===== src/rtl/alu_pkg.sv =====
// rtl/alu_pkg.sv - shared ALU datapath constants and types
package alu_pkg;

  localparam int DATA_W    = 16;
  localparam int SEL_BITS  = 2;
  localparam int NUM_UNITS = 2 ** SEL_BITS;

  typedef logic [DATA_W-1:0]   alu_word_t;
  typedef logic [SEL_BITS-1:0] unit_idx_t;

endpackage


===== src/rtl/alu_rr_arbiter.sv =====
// rtl/alu_rr_arbiter.sv - combinational round-robin arbiter over unit slots
module alu_rr_arbiter #(
  parameter int REQ_SEL = alu_pkg::SEL_BITS,
  parameter int REQ_NUM = 2 ** REQ_SEL
) (
  input  logic [REQ_NUM-1:0] req,
  input  logic [REQ_SEL-1:0] last_grant,
  output logic [REQ_SEL-1:0] grant,
  output logic               any_req
);

  logic [REQ_SEL-1:0] idx;
  logic               found;

  // Search starts one past the previous winner; index arithmetic wraps naturally.
  always_comb begin
    grant   = last_grant;
    any_req = |req;
    found   = 1'b0;
    idx     = '0;
    for (int k = 1; k <= REQ_NUM; k++) begin
      idx = last_grant + REQ_SEL'(k);
      if (!found && req[idx]) begin
        grant = idx;
        found = 1'b1;
      end
    end
  end

endmodule


===== src/rtl/alu_result_collector.sv =====
// rtl/alu_result_collector.sv - merges ALU unit results into one registered stream
module alu_result_collector #(
  parameter int DATA_W   = alu_pkg::DATA_W,
  parameter int SEL_BITS = alu_pkg::SEL_BITS
) (
  input  logic                            clk,
  input  logic                            rst_n,
  input  logic [(2**SEL_BITS)*DATA_W-1:0] res_data,
  input  logic [(2**SEL_BITS)-1:0]        res_valid,
  output logic [(2**SEL_BITS)-1:0]        res_ready,
  output logic [DATA_W-1:0]               out_data,
  output logic [SEL_BITS-1:0]             out_unit,
  output logic                            out_valid,
  input  logic                            out_ready,
  output logic [SEL_BITS:0]               pending
);

  localparam int NUM_UNITS = 2 ** SEL_BITS;

  logic [NUM_UNITS-1:0] slot_valid;
  logic [DATA_W-1:0]    slot_data [NUM_UNITS];
  logic [SEL_BITS-1:0]  last_grant;
  logic [SEL_BITS-1:0]  grant;
  logic                 any_req;
  logic [NUM_UNITS-1:0] capture;
  logic                 load;
  logic                 out_hs;
  logic [SEL_BITS:0]    cap_cnt;
  logic [SEL_BITS:0]    pending_next;

  alu_rr_arbiter #(
    .REQ_SEL (SEL_BITS),
    .REQ_NUM (NUM_UNITS)
  ) u_arb (
    .req        (slot_valid),
    .last_grant (last_grant),
    .grant      (grant),
    .any_req    (any_req)
  );

  // Ready depends only on slot occupancy, so there is no path from out_ready.
  assign res_ready = ~slot_valid;
  assign capture   = res_valid & ~slot_valid;
  assign load      = any_req & (~out_valid | out_ready);
  assign out_hs    = out_valid & out_ready;

  always_comb begin
    cap_cnt = '0;
    for (int i = 0; i < NUM_UNITS; i++) begin
      cap_cnt = cap_cnt + (SEL_BITS+1)'(capture[i]);
    end
    pending_next = pending + cap_cnt - (SEL_BITS+1)'(out_hs);
  end

  always_ff @(posedge clk or negedge rst_n) begin
    if (!rst_n) begin
      slot_valid <= '0;
      for (int i = 0; i < NUM_UNITS; i++) begin
        slot_data[i] <= '0;
      end
    end else begin
      for (int i = 0; i < NUM_UNITS; i++) begin
        if (capture[i]) begin
          slot_valid[i] <= 1'b1;
          slot_data[i]  <= res_data[i*DATA_W +: DATA_W];
        end else if (load && (grant == SEL_BITS'(i))) begin
          slot_valid[i] <= 1'b0;
        end
      end
    end
  end

  // Reset to the top index so unit 0 wins the first arbitration.
  always_ff @(posedge clk or negedge rst_n) begin
    if (!rst_n) begin
      out_valid  <= 1'b0;
      out_data   <= '0;
      out_unit   <= '0;
      last_grant <= SEL_BITS'(NUM_UNITS - 1);
      pending    <= '0;
    end else begin
      pending <= pending_next;
      if (load) begin
        out_valid  <= 1'b1;
        out_data   <= slot_data[grant];
        out_unit   <= grant;
        last_grant <= grant;
      end else if (out_hs) begin
        out_valid <= 1'b0;
      end
    end
  end

endmodule


===== config.mk =====
export PLATFORM = sky130hd
export DESIGN_NAME = alu_result_collector
export DESIGN_NICKNAME = d
export VERILOG_FILES = /design/src/rtl/alu_pkg.sv /design/src/rtl/alu_rr_arbiter.sv /design/src/rtl/alu_result_collector.sv
export SDC_FILE = /design/constraint.sdc
export NUM_CORES = 1
export LEC_CHECK = 0
export ABC_CLOCK_PERIOD_IN_PS = 3190
export CORE_MARGIN = 3
export CORE_UTILIZATION = 40
export DETAILED_ROUTE_END_ITERATION = 10
export PLACE_DENSITY = 0.67
export REMOVE_ABC_BUFFERS = 1
export SLEW_MARGIN = 20
export SYNTH_ARGS = -nofsm -noshare
export SYNTH_HDL_FRONTEND = slang
export SYNTH_HIERARCHICAL = 1
export SYNTH_SLANG_ARGS = --single-unit

===== constraint.sdc =====
create_clock -name clk -period 3.19 [get_ports clk]
set_input_delay 0.4785 -clock clk [delete_from_list [all_inputs] [get_ports clk]]
set_output_delay 0.4785 -clock clk [all_outputs]
set_load 0.01 [all_outputs]

==> results.ini, run 1 <==
[worst_setup_path]
cp_max_fo=2
r2r-start=slot_valid[0]$_DFFE_PN0P_
worst-r2r-cell-count=9
cp-end-kind=register
cp.required_ps=3460
crit_path_start_kind=primary input
crit_chain=clkdlybuf4s50_1 > nor2b_2 > inv_1 > ha_1 > fa_1 > inv_1 > fa_1 > fa_1 > xnor2_1 > xnor2_1
crit_path_frequent_cell=fa_1
critical_path_class=primary input to register
max_stage_delay_ps=490
slowest_stage=fa_1
arrival_ps=3010
regToRegSetupSlack_ps=580
r2r_end=pending[2]$_DFF_PN0_
critPathTopFamily=adder cells
path_buf_inv=3

[route]
wl_per_cell_um=17.6
route.detailed.drc=0
wl_mm=8.80
drt_pre_antenna_iters=5
viasPerCell=5.01
vias=2507
antenna_left=0
first_iter_violations=80

[logic_synthesis]
yosys-top-cells-area=dfrtp_1 (56%), mux2_2 (22%), mux4_2 (6.1%)
synth_cell_types=25
ys_warn_count=6
syn_inst=259
synth_area_sq_um=4040
synth.avg_cell_area_sq_um=15.6
ys_seq_area_share_pct=57.0
synth_top_area_share_pct=55.7
yosys.area.top_type=dfrtp_1
ys_ff_latch=92

[global_route]
grt_use_total_pct=16.1
grt_pass1_vias=2695
grt_max_degree=64
grt_pass1_wl_mm=14.1
antenna_found_initial=0
grt_overflow=0

[timing]
slew_viol_final=0
fmaxAchievable_mhz=365
fin_crit_ps=2740
finalSetupViolCount=0
tightest_slew_ps=796
clock_skew_ps=16.0
hold_violations=0
rsz0062_at_grt=false
timing.final.crit_share_pct=85.9
setup_ws_ps=449
holdWs_ps=210
tns_ps=0
relSlewSlack_pct=47.0

[place]
numPlacedInstances=484
io_buffers=96
place.gp.congestion=0.742
post-dp-hpwl_mm=6.10
dp_worst_setup_slack_ps=77.5
post_dp_cell_area_sq_um=5160

[floorplanning]
coreArea_sq_um=9820
ios=97
die_h_um=107
fp-row-count=36
die_w_um=107
initial_core_util_pct=41.2
dieArea_sq_um=11300

[outcome]
outcome=finished, final reports clean

[finish]
nFillCells=875
seq_area_sq_um=2300
drive_gt1_share_pct=33.8
fin_util_pct=54.7
nNetsFinal=438
antenna_cells=0
stdcell_count=500
multi_input_area_sq_um=1610
area_growth_pct=32.8
final_area_sq_um=5370

[clock_tree]
post-cts-setup-buffer-count=0
insertion_delay_ps=340
cts_root_buf=clkbuf_8
path_clk_slew_ps=90
numCtsBuffers=9
h-tree-depth=3
cts_tree=built
clk_path_buf_depth=2
ctsResizeCount=0
clkSinkCount=92
postCtsHoldBufs=0

[power]
ir_drop_uv=361
power_density_nw_per_um2=968
p_leak_nw=2.26
totalPowerFinal_mw=5.20

[min_path]
hold_path_class=primary input to asynchronous set/reset pin

[run]
drv_cap=0

routing by layer:
layer	GRT usage (%)	wire length (um)
met5	0	0
met4	4.38	72
met3	3.52	584
met2	26.6	4270
met1	21.7	3870
worst register-to-register path: cells and delay by family (launching register included):
kind	cells	cell delay [ps]
and+or+nand+nor	1	160
adders and majority gates	4	1540
DFF	1	460
xor gates and xnor gates	2	300
buffers and inverters	2	100
final cells by class:
class,instances,area share (%)
sequential,92,42.9
multi-input combinational,139,30.0
inverter,14,0.979
clock inverter,5,1.14
tap,133,3.10
timing repair buffer,106,19.3
clock buffer,11,2.63
how the worst max path moves through the flow:
stage               slack, ps              endpoint    startpoint  cells past startpoint
finish                    450  pending[2]$_DFF_PN0_  res_valid[0]                     10
global route              330  pending[2]$_DFF_PN0_  res_valid[0]                     10
CTS                       450  pending[2]$_DFF_PN0_  res_valid[0]                     10
detailed placement         80  pending[2]$_DFF_PN0_  res_valid[0]                     10
global placement          110  pending[2]$_DFF_PN0_  res_valid[0]                     10
floorplan                -190  pending[2]$_DFF_PN0_  res_valid[0]                      9
cell families after synthesis:
kind of cell / Yosys count / synth area share [%]
mux: 97 / 31.9
flops: 92 / 57.0
buf+inv: 28 / 3.56
simple gates: 22 / 2.75
compound gates: 12 / 2.01
fa+ha+maj: 5 / 2.10
xor+xnor: 3 / 0.650
flip-flops by register name, summed over array words and instances, names as in the netlist:
name / count
out_data: 16
out_valid: 1
out_unit: 2
slot_valid: 4
pending: 3
last_grant: 2
slot_data: 64
layout by cell type, fill, tap and decap left out, types with 2 or more instances in the layout:
cell type and count:
ha_1 2, mux4_1 5, mux2_2 80, fa_1 3, nand2b_1 3, nand2_1 5
inv_1 14, dfstp_2 2, buf_4 11, xnor2_1 3, dfrtp_1 90, clkinv_4 3
nor2_1 5, clkbuf_8 10, a21o_1 5, a31oi_1 4, nor2b_2 4, and3_1 2
mux4_2 11, clkdlybuf4s50_1 95
power by group:
group	internal (mW)	switching [mW]	total, mW
clock network	0.387	0.403	0.790
logic	1.47	0.835	2.31
registers	1.77	0.327	2.10
synthesized netlist by cell type:
library cell and number:
nor2b_1 4, buf_2 12, a21o_1 5, dfstp_2 2, a21oi_1 2, nor2_1 5
mux2i_1 1, nor3_1 1, a32oi_1 1, mux4_1 5, a31oi_1 4, mux2_2 80
ha_1 2, buf_6 1, fa_1 3, nand2_1 5, and2_1 1, inv_1 14
and3_1 2, nand4_1 1, dfrtp_1 90, mux4_2 11, nand2b_1 3, buf_12 1
xnor2_1 3
No activity file was read; power rests on OpenSTA's default activity.
==> inputs of run 2 (changes only) <==
Settings changed: CAP_MARGIN set to 20.
==> results of run 2 <==
No change in the layout: final DEF, timing and power equal those of run 1.
==> inputs of run 3 (changes only) <==
Settings changed: SETUP_SLACK_MARGIN set to 0.2.
==> results of run 3 <==
No change in the layout: final DEF, timing and power equal those of run 1.
